<file path="src/rtl/serializer_pkg.sv">
// Shared types and helpers for the parallel-to-serial front end.
package serializer_pkg;

  typedef enum bit {
    SER_IDLE  = 1'b0,
    SER_SHIFT = 1'b1
  } ser_state_t;

  // Width of the bit counter. It only has to reach width-1, so $clog2 is enough.
  // A floor of one bit keeps the counter a real vector.
  function automatic int cnt_width(input int width);
    return (width < 2) ? 1 : $clog2(width);
  endfunction

endpackage

</file>
<file path="src/rtl/ser_hold_buf.sv">
// One-entry holding register. It parks the next word while the current word shifts out.
module ser_hold_buf #(
  parameter int WIDTH = 8
) (
  input  logic             clk,
  input  logic             rst,
  input  logic             load_i,
  input  logic             take_i,
  input  logic [WIDTH-1:0] data_i,
  output logic [WIDTH-1:0] data_o,
  output logic             full_o
);

  logic [WIDTH-1:0] data_q;
  logic             full_q;

  // Capture a word on load. The full flag drops when the shifter takes the word.
  always_ff @(posedge clk or posedge rst) begin
    if (rst) begin
      data_q <= '0;
      full_q <= 1'b0;
    end else begin
      if (load_i) begin
        data_q <= data_i;
        full_q <= 1'b1;
      end else if (take_i) begin
        full_q <= 1'b0;
      end
    end
  end

  assign data_o = data_q;
  assign full_o = full_q;

endmodule

</file>
<file path="src/rtl/bit_serializer.sv">
// Parallel-to-serial front end. It takes WIDTH-bit words over valid/ready and
// shifts them out one bit per clock. A one-word buffer lets words stream gap-free.
module bit_serializer
  import serializer_pkg::*;
#(
  parameter int WIDTH     = 8,
  parameter bit MSB_FIRST = 1'b1
) (
  input  logic             clk,
  input  logic             rst,
  input  logic [WIDTH-1:0] din,
  input  logic             din_valid,
  output logic             din_ready,
  output logic             sout,
  output logic             sout_valid,
  output logic             word_done,
  output logic             busy
);

  localparam int            CW       = cnt_width(WIDTH);
  localparam logic [CW-1:0] LAST_CNT = CW'(WIDTH - 1);

  ser_state_t       state_q, state_d;
  logic [WIDTH-1:0] shift_q, shift_d;
  logic [CW-1:0]    cnt_q, cnt_d;

  logic             hold_full;
  logic [WIDTH-1:0] hold_data;
  logic             accept;
  logic             last_bit;
  logic             hold_load;
  logic             hold_take;
  logic [WIDTH-1:0] shifted;

  // Ready depends only on registered state plus reset, so there is no path from din_valid.
  assign din_ready = !rst && !hold_full;
  assign accept    = din_valid && din_ready;
  assign last_bit  = (state_q == SER_SHIFT) && (cnt_q == LAST_CNT);

  // Words arriving mid-word are parked. On the last bit they bypass straight into the shifter.
  assign hold_load = accept && (state_q == SER_SHIFT) && !last_bit;
  assign hold_take = last_bit && hold_full;

  // The head bit always sits at the output end, so shifting moves the next bit into place.
  assign shifted = MSB_FIRST ? {shift_q[WIDTH-2:0], 1'b0} : {1'b0, shift_q[WIDTH-1:1]};

  ser_hold_buf #(
    .WIDTH(WIDTH)
  ) u_hold (
    .clk   (clk),
    .rst   (rst),
    .load_i(hold_load),
    .take_i(hold_take),
    .data_i(din),
    .data_o(hold_data),
    .full_o(hold_full)
  );

  // Next-state logic: load from idle, shift mid-word, and at the last bit reload from the buffer or bypass, else go idle.
  always_comb begin
    state_d = state_q;
    shift_d = shift_q;
    cnt_d   = cnt_q;
    case (state_q)
      SER_IDLE: begin
        if (accept) begin
          shift_d = din;
          cnt_d   = '0;
          state_d = SER_SHIFT;
        end
      end
      SER_SHIFT: begin
        if (!last_bit) begin
          shift_d = shifted;
          cnt_d   = cnt_q + CW'(1);
        end else if (hold_full) begin
          shift_d = hold_data;
          cnt_d   = '0;
        end else if (accept) begin
          shift_d = din;
          cnt_d   = '0;
        end else begin
          shift_d = '0;
          cnt_d   = '0;
          state_d = SER_IDLE;
        end
      end
    endcase
  end

  // State registers. Reset aborts any word in flight at once.
  always_ff @(posedge clk or posedge rst) begin
    if (rst) begin
      state_q <= SER_IDLE;
      shift_q <= '0;
      cnt_q   <= '0;
    end else begin
      state_q <= state_d;
      shift_q <= shift_d;
      cnt_q   <= cnt_d;
    end
  end

  // Outputs are decoded from registers only, so the downstream detector sees no glitches.
  assign sout_valid = (state_q == SER_SHIFT);
  assign sout       = sout_valid && (MSB_FIRST ? shift_q[WIDTH-1] : shift_q[0]);
  assign word_done  = last_bit;
  assign busy       = (state_q == SER_SHIFT) || hold_full;

endmodule

</file>
<file path="config.mk">
export PLATFORM = sky130hd
export DESIGN_NAME = bit_serializer
export DESIGN_NICKNAME = d
export VERILOG_FILES = /design/src/rtl/serializer_pkg.sv /design/src/rtl/ser_hold_buf.sv /design/src/rtl/bit_serializer.sv
export SDC_FILE = /design/constraint.sdc
export NUM_CORES = 1
export LEC_CHECK = 0
export BUFFER_PORTS_ARGS = -buffer_cell sky130_fd_sc_hd__buf_4
export CAP_MARGIN = 5
export CORE_ASPECT_RATIO = 0.7
export CORE_MARGIN = 10
export CORE_UTILIZATION = 49
export DETAILED_ROUTE_END_ITERATION = 10
export PLACE_DENSITY = 0.73
export RECOVER_POWER = 50
export SLEW_MARGIN = 20
export SYNTH_ARGS = -nofsm -noshare
export SYNTH_HDL_FRONTEND = slang
export SYNTH_SLANG_ARGS = --single-unit
</file>
<file path="constraint.sdc">
create_clock -name clk -period 1.54 [get_ports clk]
set_input_delay 0.231 -clock clk [delete_from_list [all_inputs] [get_ports clk]]
set_output_delay 0.231 -clock clk [all_outputs]
set_load 0.02 [all_outputs]
</file>
==> metrics.yaml <==
outcome: "complete, but fails checks"
violations: "negative setup slack"
timing.critical_path.buf_inv: 2
dp.cells: 126
synthFlopType: "dfrtp_1"
p_leak_uw: 0.000610
track_usage_pct: 11.9
synth_area_leaders: "dfrtp_1 50%, mux2_2 9.6%, a221o_2 7.4%, nand4bb_1 7.4%, nand3_1 3.8%"
cpMostUsedCell: "buf_6"
finalWirelength_um: 2420
ys_seq_area_share_pct: 49.6
cts_buffers: 3
p_per_area_nw_per_um2: 2000
worstPathArrival_ns: 1.41
core_region_area_um2: 1950
detail-route-antenna-nets: 0
area_delta_synth_final_pct: 30.1
firstDrtPassIters: 4
setup_ws_ns: -0.0999
route.vias.total: 806
clk_path_buf_depth: 2
yosys.cell_types.count: 25
place_ws_ns: -0.225
tightestPinTransition_ns: 1.12
syn_avg_cell_area_um2: 12.5
cp_slowest_stage_delay_ns: 0.41
htreeDepth: 1
yosysWarnings: 0
yosysTopAreaCellShare_pct: 49.6
rrSetupSlack_ns: -0.06
grt_overflow: 0
std_cell_rows: 13
gp_congestion: 0.841
wire_per_inst_um: 17.3
antenna_found_initial: 0
chipWidth_um: 75.6
dp_hpwl_um: 1590
final_max_slew_viol_count: 0
ir_drop_mv: 0.861
critPathMaxFanout: 2
cpMaxStageDelayCell: "dfrtp_1"
grt_pass1_vias: 844
synthTopCellsByCount: "21 x dfrtp_1, 9 x mux2_2, 8 x nand3_1"
clk_pin_slew_ns: 0.12
grt_first_pass_wirelength_um: 4030
hold_viol: 0
first_iter_violations: 67
grt_max_degree: 22
yosysMostFrequentCell: "dfrtp_1"
start_util_pct: 54.3
cts_num_sinks: 21
endpoint_kind: "primary output"
critical_path.top_delay_family: "flip-flops"
cts_tree: "done"
drv_cap: 0
die_height_um: 58.9
finalCritPeriodShare_pct: 106
criticalPathCategory: "reg2out"
setup_viol: 16
ys_ff_latch: 21
io_pins: 16
ys_async_sr_fraction_pct: 100
synthesis.nets: 98
post_synth_inst_count: 85
die_area_um2: 4450
diodes: 0
required_ns: 1.31
ctsHoldBuffers: 0
fmax_ghz: 0.610
skew_ns: 0.0125
slew_headroom_pct: 25.4
hold_path_class: "in2reg"
cts_root_buf: "clkbuf_4"
worstPathCellList: "ha_2, ha_4, buf_6, and2_4, buf_6"
clock_latency_ns: 0.31
drc: 0
vias_per_cell: 5.76
synth_top_cell_by_area: "dfrtp_1"
period_minus_slack_ns: 1.64
cp-start-kind: "register"
nets: 132
rsz0062_at_grt: "yes"
fin_cells: 140
syn_area_um2: 1060
portBuffers: 15
synth_enable_flop_cells: 0
drive_gt1_share_pct: 53.4
[through the flow]
| step | TNS [ns] | power [uW] | area, um^2 | utilization (%) | hold WS [ns] |
|---|---|---|---|---|---|
| final | -0.649 | 2760 | 1380 | 70.6 | 0.153 |
| after global routing | -1.75 | 2980 | 1380 | 70.6 | 0.138 |
| after CTS | -0.987 | 2760 | 1380 | 70.7 | 0.0189 |
| after detailed placement | -3.74 | 2240 | 1260 | 64.5 | 0.372 |
| after global placement | -3.39 | 2200 | 1260 | 64.5 | 0.362 |
| after floorplan | -0.0308 | 1900 | 1080 | - | 0.381 |
[sequential cells by signal (all words and copies together), names as in the netlist]
register and count:
shift_q 8, u_hold.data_o 8, u_hold.full_o 1, cnt_q 3, sout_valid 1
[timing repair]
| action | in CTS | in global routing |
|---|---|---|
| pin swaps | 2 | 1 |
| buffers inserted | 10 | 0 |
| hold endpoints to repair | 0 | 0 |
| gates resized for setup | 7 | 2 |
| setup endpoints to repair | 21 | 21 |
[placed cells by master, fill, tap and decap left out, types with 2 or more instances in the layout]
master	instances
a22o_2	2
dfrtp_1	21
nor2_1	2
inv_1	2
clkbuf_4	3
buf_6	5
nand4bb_1	7
mux2_2	9
clkbuf_1	3
a21oi_1	7
a221o_2	7
buf_4	28
nand3_1	8
[per-layer routing]
layer / global-route usage (%) / vias to the layer above / wire length (um)
met3: 4.19 / 4 / 164
met4: 3.96 / 0 / 25
met5: 0 / - / 0
met2: 17.0 / 19 / 1070
met1: 16.1 / 392 / 1150
li1: - / 391 / -
[worst reg2reg max path, stage by stage (launching register included)]
cell,delay [ns]
dfrtp_1,0.38
ha_2,0.19
ha_4,0.13
and2b_4,0.24
buf_4,0.18
a221o_2,0.38
[area by class of cell]
cell class / instances / area, um^2
Clock buffer: 4 / 26.3
Multi-Input combinational cell: 56 / 518
Tap cell: 22 / 27.5
Sequential cell: 21 / 526
Inverter: 2 / 7.51
Fill cell: 160 / 573
Timing Repair Buffer: 35 / 274
[logic make-up (layout without fill, tap and decap cells)]
logic type	count (synthesis)	count (layout)	share of synthesized area (%)
mux	9	9	9.56
buf+inv	8	41	4.49
compound gates	19	19	14.9
fa+ha+maj	2	2	2.36
simple gates	26	26	19.1
flops	21	21	49.6
[final timing paths]
| path | startpoint | cells after the start | endpoint |
|---|---|---|---|
| worst max-delay path | cnt_q[0] | 5 | word_done |
| worst min-delay path | din[1] | 2 | u_hold.data_o[1] |
| worst max register to register | cnt_q[0] | 5 | shift_q[6] |
| worst min register to register | shift_q[7] | 1 | shift_q[7] |
| max in group asynchronous | rst | 3 | shift_q[5] |
| min in group asynchronous | rst | 3 | shift_q[0] |
[report_power, final]
| part | switching [uW] | total [uW] | internal (uW) |
|---|---|---|---|
| clock | 168 | 270 | 101 |
| combinational | 673 | 1550 | 873 |
| sequential | 136 | 940 | 804 |
Note: power is estimated with default switching activity, not from simulation.
